### src/rtl/muldiv_sequencer.sv
// rtl/muldiv_sequencer.sv - iterative unsigned multiply/divide sequencer (divide path gated by MULDIV_DIV_EN)

module muldiv_sequencer #(
  parameter int XLEN = 32
) (
  input  logic            clk,
  input  logic            rst_n,
  input  logic            start,
  input  logic [1:0]      op,
  input  logic [XLEN-1:0] a,
  input  logic [XLEN-1:0] b,
  output logic            busy,
  output logic            done,
  output logic [XLEN-1:0] result
);

  localparam int CW = $clog2(XLEN);
  localparam logic [CW-1:0] LAST_ITER = CW'(XLEN - 1);

  typedef enum logic [1:0] {
    IDLE = 2'd0,
    RUN  = 2'd1,
    DONE = 2'd2
  } state_t;

  state_t              state;
  logic [CW-1:0]       cnt;
  logic                hi_sel;   // op[0]: take the upper half of the working register
  logic [XLEN-1:0]     opnd;     // multiplicand for MUL/MULHU, divisor for DIVU/REMU
  logic [2*XLEN-1:0]   prod;     // {hi, lo}: product, or {remainder, quotient}

  logic [XLEN:0]       mul_sum;
  logic [2*XLEN-1:0]   step_next;

`ifdef MULDIV_DIV_EN
  logic                is_div;
  logic [XLEN:0]       div_diff;
`endif

  // One iteration of shift-add multiply or restoring divide on the working register
  always_comb begin
    mul_sum   = {1'b0, prod[2*XLEN-1:XLEN]} + (prod[0] ? {1'b0, opnd} : {(XLEN+1){1'b0}});
    step_next = {mul_sum, prod[XLEN-1:1]};
`ifdef MULDIV_DIV_EN
    // The shifted remainder needs XLEN+1 bits; the sign of the trial difference decides restore
    div_diff  = prod[2*XLEN-1:XLEN-1] - {1'b0, opnd};
    if (is_div) begin
      if (div_diff[XLEN]) begin
        step_next = {prod[2*XLEN-2:0], 1'b0};
      end else begin
        step_next = {div_diff[XLEN-1:0], prod[XLEN-2:0], 1'b1};
      end
    end
`endif
  end

  // Control FSM with registered busy/done/result and the iteration datapath registers
  always_ff @(posedge clk or negedge rst_n) begin
    if (!rst_n) begin
      state  <= IDLE;
      cnt    <= '0;
      hi_sel <= 1'b0;
      opnd   <= '0;
      prod   <= '0;
      busy   <= 1'b0;
      done   <= 1'b0;
      result <= '0;
`ifdef MULDIV_DIV_EN
      is_div <= 1'b0;
`endif
    end else begin
      case (state)
        IDLE: begin
          done <= 1'b0;
          if (start) begin
            hi_sel <= op[0];
            cnt    <= '0;
            busy   <= 1'b1;
            if (op[1]) begin
`ifdef MULDIV_DIV_EN
              is_div <= 1'b1;
              opnd   <= b;
              prod   <= {{XLEN{1'b0}}, a};
              if (b == '0) begin
                // Divide by zero resolves immediately: all ones quotient, dividend remainder
                state  <= DONE;
                done   <= 1'b1;
                result <= op[0] ? a : {XLEN{1'b1}};
              end else begin
                state  <= RUN;
              end
`else
              // No divider in this build: divide ops complete at once with a zero result
              state  <= DONE;
              done   <= 1'b1;
              result <= '0;
`endif
            end else begin
`ifdef MULDIV_DIV_EN
              is_div <= 1'b0;
`endif
              opnd  <= a;
              prod  <= {{XLEN{1'b0}}, b};
              state <= RUN;
            end
          end
        end

        RUN: begin
          prod <= step_next;
          cnt  <= cnt + CW'(1);
          if (cnt == LAST_ITER) begin
            // Capture the final iteration's value directly so result is ready with done
            state  <= DONE;
            done   <= 1'b1;
            result <= hi_sel ? step_next[2*XLEN-1:XLEN] : step_next[XLEN-1:0];
          end
        end

        DONE: begin
          state <= IDLE;
          busy  <= 1'b0;
          done  <= 1'b0;
        end

        default: begin
          state <= IDLE;
          busy  <= 1'b0;
          done  <= 1'b0;
        end
      endcase
    end
  end

endmodule

### config.mk
export PLATFORM = sky130hd
export DESIGN_NAME = muldiv_sequencer
export DESIGN_NICKNAME = d
export VERILOG_FILES = /design/src/rtl/muldiv_sequencer.sv
export SDC_FILE = /design/constraint.sdc
export NUM_CORES = 1
export LEC_CHECK = 0
export BUFFER_PORTS_ARGS = -buffer_cell sky130_fd_sc_hd__buf_2
export CORE_MARGIN = 2
export CORE_UTILIZATION = 35
export CTS_CLUSTER_DIAMETER = 40
export DETAILED_ROUTE_END_ITERATION = 7
export HOLD_SLACK_MARGIN = 0.03
export PLACE_DENSITY = 0.56
export REMOVE_ABC_BUFFERS = 1
export SLEW_MARGIN = 15
export SYNTH_ARGS = -nofsm -noshare
export SYNTH_HDL_FRONTEND = slang
export SYNTH_SLANG_ARGS = --single-unit
### constraint.sdc
create_clock -name clk -period 7.45 [get_ports clk]
set_input_delay 0.3725 -clock clk [delete_from_list [all_inputs] [get_ports clk]]
set_output_delay 0.3725 -clock clk [all_outputs]
set_load 0.01 [all_outputs]
# --- After elaboration in Yosys (flattened, before gate mapping) ---
# Cells that the tools add are included.
word_totals:
  register_bits: 138
  output_inout_bits: 34
  word_cells: 48
op_classes:
  addsub: 2
  eq_ne: 6
  muxes: 21
  bitwise: 2
  n_reduce_logical: 9
op_table:
  columns: ["operator", "n"]
  rows:
  - ["$mux W32", 5]
  - ["$mux W64", 2]
  - ["$pmux W64 S2", 1]
  - ["$pmux W32 S2", 1]
  - ["$add A32 B32 Y33", 1]
  - ["$pmux W5 S2", 1]
  - ["$ne A2 B2 Y1 const B", 4]
  - ["$reduce_and A2 Y1", 4]
  - ["$mux W2", 3]
  - ["$reduce_and A3 Y1", 2]
  - ["$add A5 B1 Y5 const B", 1]
  - ["$eq A5 B5 Y1 const B", 1]
  - ["$mux W5", 1]
  - ["$mux W1", 4]
  - ["$pmux W1 S2", 2]
  - ["$pmux W2 S2", 1]
  - ["$reduce_and A4 Y1", 1]
  - ["$eq A2 B1 Y1 const B", 1]
  - ["$logic_not A2 Y1", 1]
  - ["$not A1 Y1", 2]
  - ["$reduce_bool A2 Y1", 1]

# --- Longest topological paths before layout ---
logic_depth:
  ltp_word: 5
  ltp_mapped: 11
  depth_no_buf: 11

# --- Worst setup path before layout ---
# Ideal clock, no wire load.
synth_path:
  path_kind: "reg-to-reg"
  startpoint: "reg prod[0]"
  endpoint: "reg prod[63]"
  setup_time_ps: 77
  arrival_ps: 2415
  required_time_ps: 7373
  path_slack_ps: 4959
  path_stages_with_launch: 11
  path_buffers: 1
  path_cell_list: "dfrtp_1 -> clkbuf_1 -> nand2_1 -> fa_1 -> and2b_1 -> o2111ai_2 -> a21oi_2 -> a21o_1 -> a31oi_1 -> o31a_1 -> o21ai_1"
synth_via:
  elab_chain_len: 3
synth_rtl:
  columns: ["item", "line", "source"]
  rows:
  - ["from (decl)", "30", "logic [2*XLEN-1:0] prod;"]
  - ["from (signal assigned)", "103", "prod <= {{XLEN{1'b0}}, b};"]
  - ["from (signal assigned)", "110", "prod <= step_next;"]
  - ["$mux W32", "42", "mul_sum = {1'b0, prod[2*XLEN-1:XLEN]} + (prod[0] ? {1'b0, opnd} : {(XLEN+1){1'b0}});"]
  - ["$add A32 B32 Y33", "42", null]
  - ["$pmux W64 S2", "72", "case (state)"]
# Every way passes these cells.
# A chain may end at the register's enable or synchronous reset.

# --- Final worst setup path ---
layout_path:
  startpoint: "reg prod[0]"
  endpoint: "reg result[31]"
layout_via:
  elab_chain_len: 5
layout_rtl:
  columns: ["item", "line", "source"]
  rows:
  - ["$mux W32", "42", null]
  - ["$add A32 B32 Y33", "42", null]
  - ["$mux W32", "116", "result <= hi_sel ? step_next[2*XLEN-1:XLEN] : step_next[XLEN-1:0];"]
  - ["$mux W32", "112", "if (cnt == LAST_ITER) begin"]
  - ["$pmux W32 S2", "72", null]
  - ["to (signal assigned)", "116", null]
  - ["to (decl)", "14", "output logic [XLEN-1:0] result"]
# Every way passes these cells. The select of a mux whose other input is x is not followed.

==> results.py <==
metrics = {
    "clocking": {
        "cts_tree": "done",
        "clock-sinks": 138,
        "clk_latency_ns": 0.44,
        "ctsLongestPathBuffers": 2,
        "cts_made_buffers": 17,
        "clkTransAtPathRegs_ns": 0.07,
        "htreeDepth": 4,
        "cts-root-buf": "clkbuf_16",
        "cts_resized": 0,
    },
    "floorplanning": {
        "coreArea_mm2": 0.0218,
        "die_y_um": 152,
        "io-pin-count": 103,
        "num_rows": 54,
        "start_util": 0.355,
        "fp.dieW_um": 152,
        "die_area_mm2": 0.0232,
    },
    "timing": {
        "clock_skew_ns": 0.0118,
        "period_needed_ns": 3.35,
        "timing.final.ws_setup_ns": 4.10,
        "setup_violations": 0,
        "max_freq_mhz": 299,
        "rsz0062_at_grt": "no",
        "maxSlewViolCount": 0,
        "worstMarginPinSlew_ns": 1.12,
        "period_share": 0.449,
        "relSlewSlack": 0.254,
        "tns_ns": 0,
        "hold_viol_final": 0,
    },
    "setup_path": {
        "cp-end-kind": "register",
        "worst-setup-path-type": "reg2reg",
        "worst-path-buf-inv": 1,
        "max_stage_delay_ns": 0.93,
        "start_kind": "register",
        "crit_arrival_ns": 3.69,
        "critPathMaxFanout": 33,
        "r2r_setup_slack_ns": 4.10,
        "crit_required_ns": 7.80,
        "path_cells": "and2_1 -> ha_1 -> inv_1 -> fa_1 -> and2b_1 -> o2111ai_2 -> a21oi_2 -> a21o_1 -> a31oi_1 -> o31a_1 -> o21ai_1",
        "cp_slowest_cell": "dfrtp_1",
        "crit_family": "compound AO/OA/AOI/OAI gates",
    },
    "status": {
        "run_status": "completed",
    },
    "detailed_routing": {
        "wl_per_cell_um": 18.9,
        "first_pass_iters": 5,
        "num_vias": 6095,
        "first_iter_violations": 452,
        "ant_nets": 0,
        "vias_per_cell": 5.34,
        "wirelength_mm": 21.6,
        "drc": 0,
    },
    "global_routing": {
        "grt.total_usage": 0.190,
        "grt_pass1_vias": 6112,
        "grt_max_degree": 74,
        "grt_overflow": 0,
        "grt_antenna_before_repair": 0,
        "grt_pass1_wl_mm": 35.0,
    },
    "synth": {
        "syn_inst": 768,
        "synth-edff-count": 0,
        "yosys_warnings": 0,
        "synth_area_mm2": 0.00771,
        "synth_top_area_share": 0.448,
        "synth_cell_type_count": 59,
        "async_flop_share": 1.00,
        "syn_area_per_cell_um2": 10.0,
        "yosys-top-cells-area": "dfrtp_1 (45%), ha_1 (5.5%), mux2i_1 (5.3%)",
        "ys.flop_type": "dfrtp_1",
        "ys_seq_elements": 138,
        "yosysSeqAreaShare": 0.448,
        "synth_top_cell_by_area": "dfrtp_1",
    },
    "finish": {
        "design_area_mm2": 0.00907,
        "drive_gt1_frac": 0.222,
        "antenna_cells": 0,
        "fin_nets": 953,
        "fillerInstances": 2152,
        "fin_util": 0.417,
        "syn2layout_area_growth_pct": 17.5,
    },
    "placement": {
        "dp_slack_ns": 4.05,
        "routabilityCongestion": 0.876,
        "hpwl_mm": 15.1,
        "placed_area_mm2": 0.00844,
        "io_buffers": 102,
    },
    "hold_path": {
        "hold_class": "in2reg",
    },
    "power_and_ir_drop": {
        "power_density_mw_per_mm2": 393,
        "peakVddDrop_uv": 164,
        "total_leakage_power_nw": 4.25,
    },
    "job": {
        "drv_cap": 0,
    },
}
==> final cells by class <==
cell class                 instances  area (µm²)  area share
clock buffer                      19         443      0.0488
clock inverter                    13         179      0.0197
inverter                          18        67.6     0.00745
multi-input combinational        566        4010       0.442
sequential                       138        3450       0.381
tap                              280         350      0.0386
timing repair buffer             108         564      0.0622
==> through the flow <==
step,std cells,hold WS [ns],total power (W)
after global routing,1142,0.152,0.00381
after floorplan,722,0.0769,0.00221
after detailed placement,1109,0.416,0.00265
final,1142,0.161,0.00357
after global placement,1109,0.404,0.00264
after CTS,1142,0.153,0.00358
==> worst reg2reg max path, delay by kind of cell, from the launching register on <==
family          cells  cell delay [ns]
flops               1             0.93
simple gates        2             0.48
fa+ha+maj           2             0.55
buf+inv             1             0.05
compound gates      6             1.25
==> state kept, by name, indices dropped and copies added, names as in the netlist <==
signal and cells:
cnt 5, opnd 32, done 1, busy 1, hi_sel 1, result 32, prod 64, state 2
==> kinds of logic (layout without fill, tap and decap cells) <==
| group | Yosys count | count (layout) | share of synthesized area |
|---|---|---|---|
| AOI/OAI and AO/OA | 226 | 226 | 0.200 |
| and+or+nand+nor | 201 | 201 | 0.124 |
| DFF | 138 | 138 | 0.448 |
| muxes | 76 | 76 | 0.104 |
| buffers and inverters | 64 | 158 | 0.0345 |
| adders and majority gates | 35 | 35 | 0.0577 |
| xor gates and xnor gates | 28 | 28 | 0.0318 |
==> Yosys cell counts (4+ instances only) <==
library cell / count
dfrtp_1: 138
nand2_1: 87
o21ai_0: 62
mux2i_1: 41
a21oi_1: 37
mux2_2: 35
ha_1: 34
and2_1: 33
a22o_1: 28
clkbuf_1: 28
nor2_1: 28
inv_1: 18
a21o_1: 16
buf_2: 15
xnor2_1: 14
xor2_1: 14
nor3_1: 12
a22oi_1: 11
o21ai_1: 11
o22ai_1: 11
nand4_1: 9
nand3_1: 8
a21oi_2: 5
a221o_1: 5
o21bai_1: 5
a32o_1: 4
and3_1: 4
nor2b_1: 4
nor3b_1: 4
o21a_1: 4
==> layer usage <==
layer | global-route usage | vias to the layer above | routed length (µm) | part of all wire
li1 | - | 2955 | - | -
met1 | 0.285 | 2961 | 11000 | 0.51
met2 | 0.278 | 155 | 9330 | 0.43
met3 | 0.0341 | 24 | 939 | 0.044
met4 | 0.0573 | 0 | 323 | 0.015
met5 | 0 | - | 0 | 0
==> placed cells by master, fill, tap and decap left out, drive strengths merged, types with 11 or more instances in the layout <==
cell type / synthesis / layout
nand2: 87 / 87
o21ai: 73 / 73
a22o: 28 / 28
nor3: 13 / 13
dfrtp: 138 / 138
nor2: 28 / 28
xor2: 14 / 14
xnor2: 14 / 14
inv: 18 / 26
a21o: 16 / 16
ha: 34 / 34
a22oi: 11 / 11
o22ai: 11 / 11
mux2: 35 / 35
clkbuf: 28 / 19
and2: 33 / 33
mux2i: 41 / 41
buf: 18 / 107
a21oi: 42 / 42
==> path summary, 6_finish.rpt <==
check	startpoint	endpoint	depth (start not counted)
max	prod[0]	result[31]	11
min	a[1]	opnd[1]	2
max reg2reg	prod[0]	result[31]	11
min reg2reg	done	done	2
max in group asynchronous	rst_n	opnd[26]	3
min in group asynchronous	rst_n	busy	2
==> timing repair <==
item / 4_1_cts / 5_1_grt
buffers inserted: 0 / 0
hold buffers: 1 / 0
hold endpoints to repair: 65 / 0
==> where the power goes <==
group | internal (W) | switching, W | leakage, nW
clock network | 0.000546 | 0.000371 | 0.302
registers | 0.00101 | 0.000227 | 1.78
logic | 0.000574 | 0.000840 | 2.17
total | 0.00213 | 0.00144 | 4.25
Note: power is estimated with default switching activity, not from simulation.
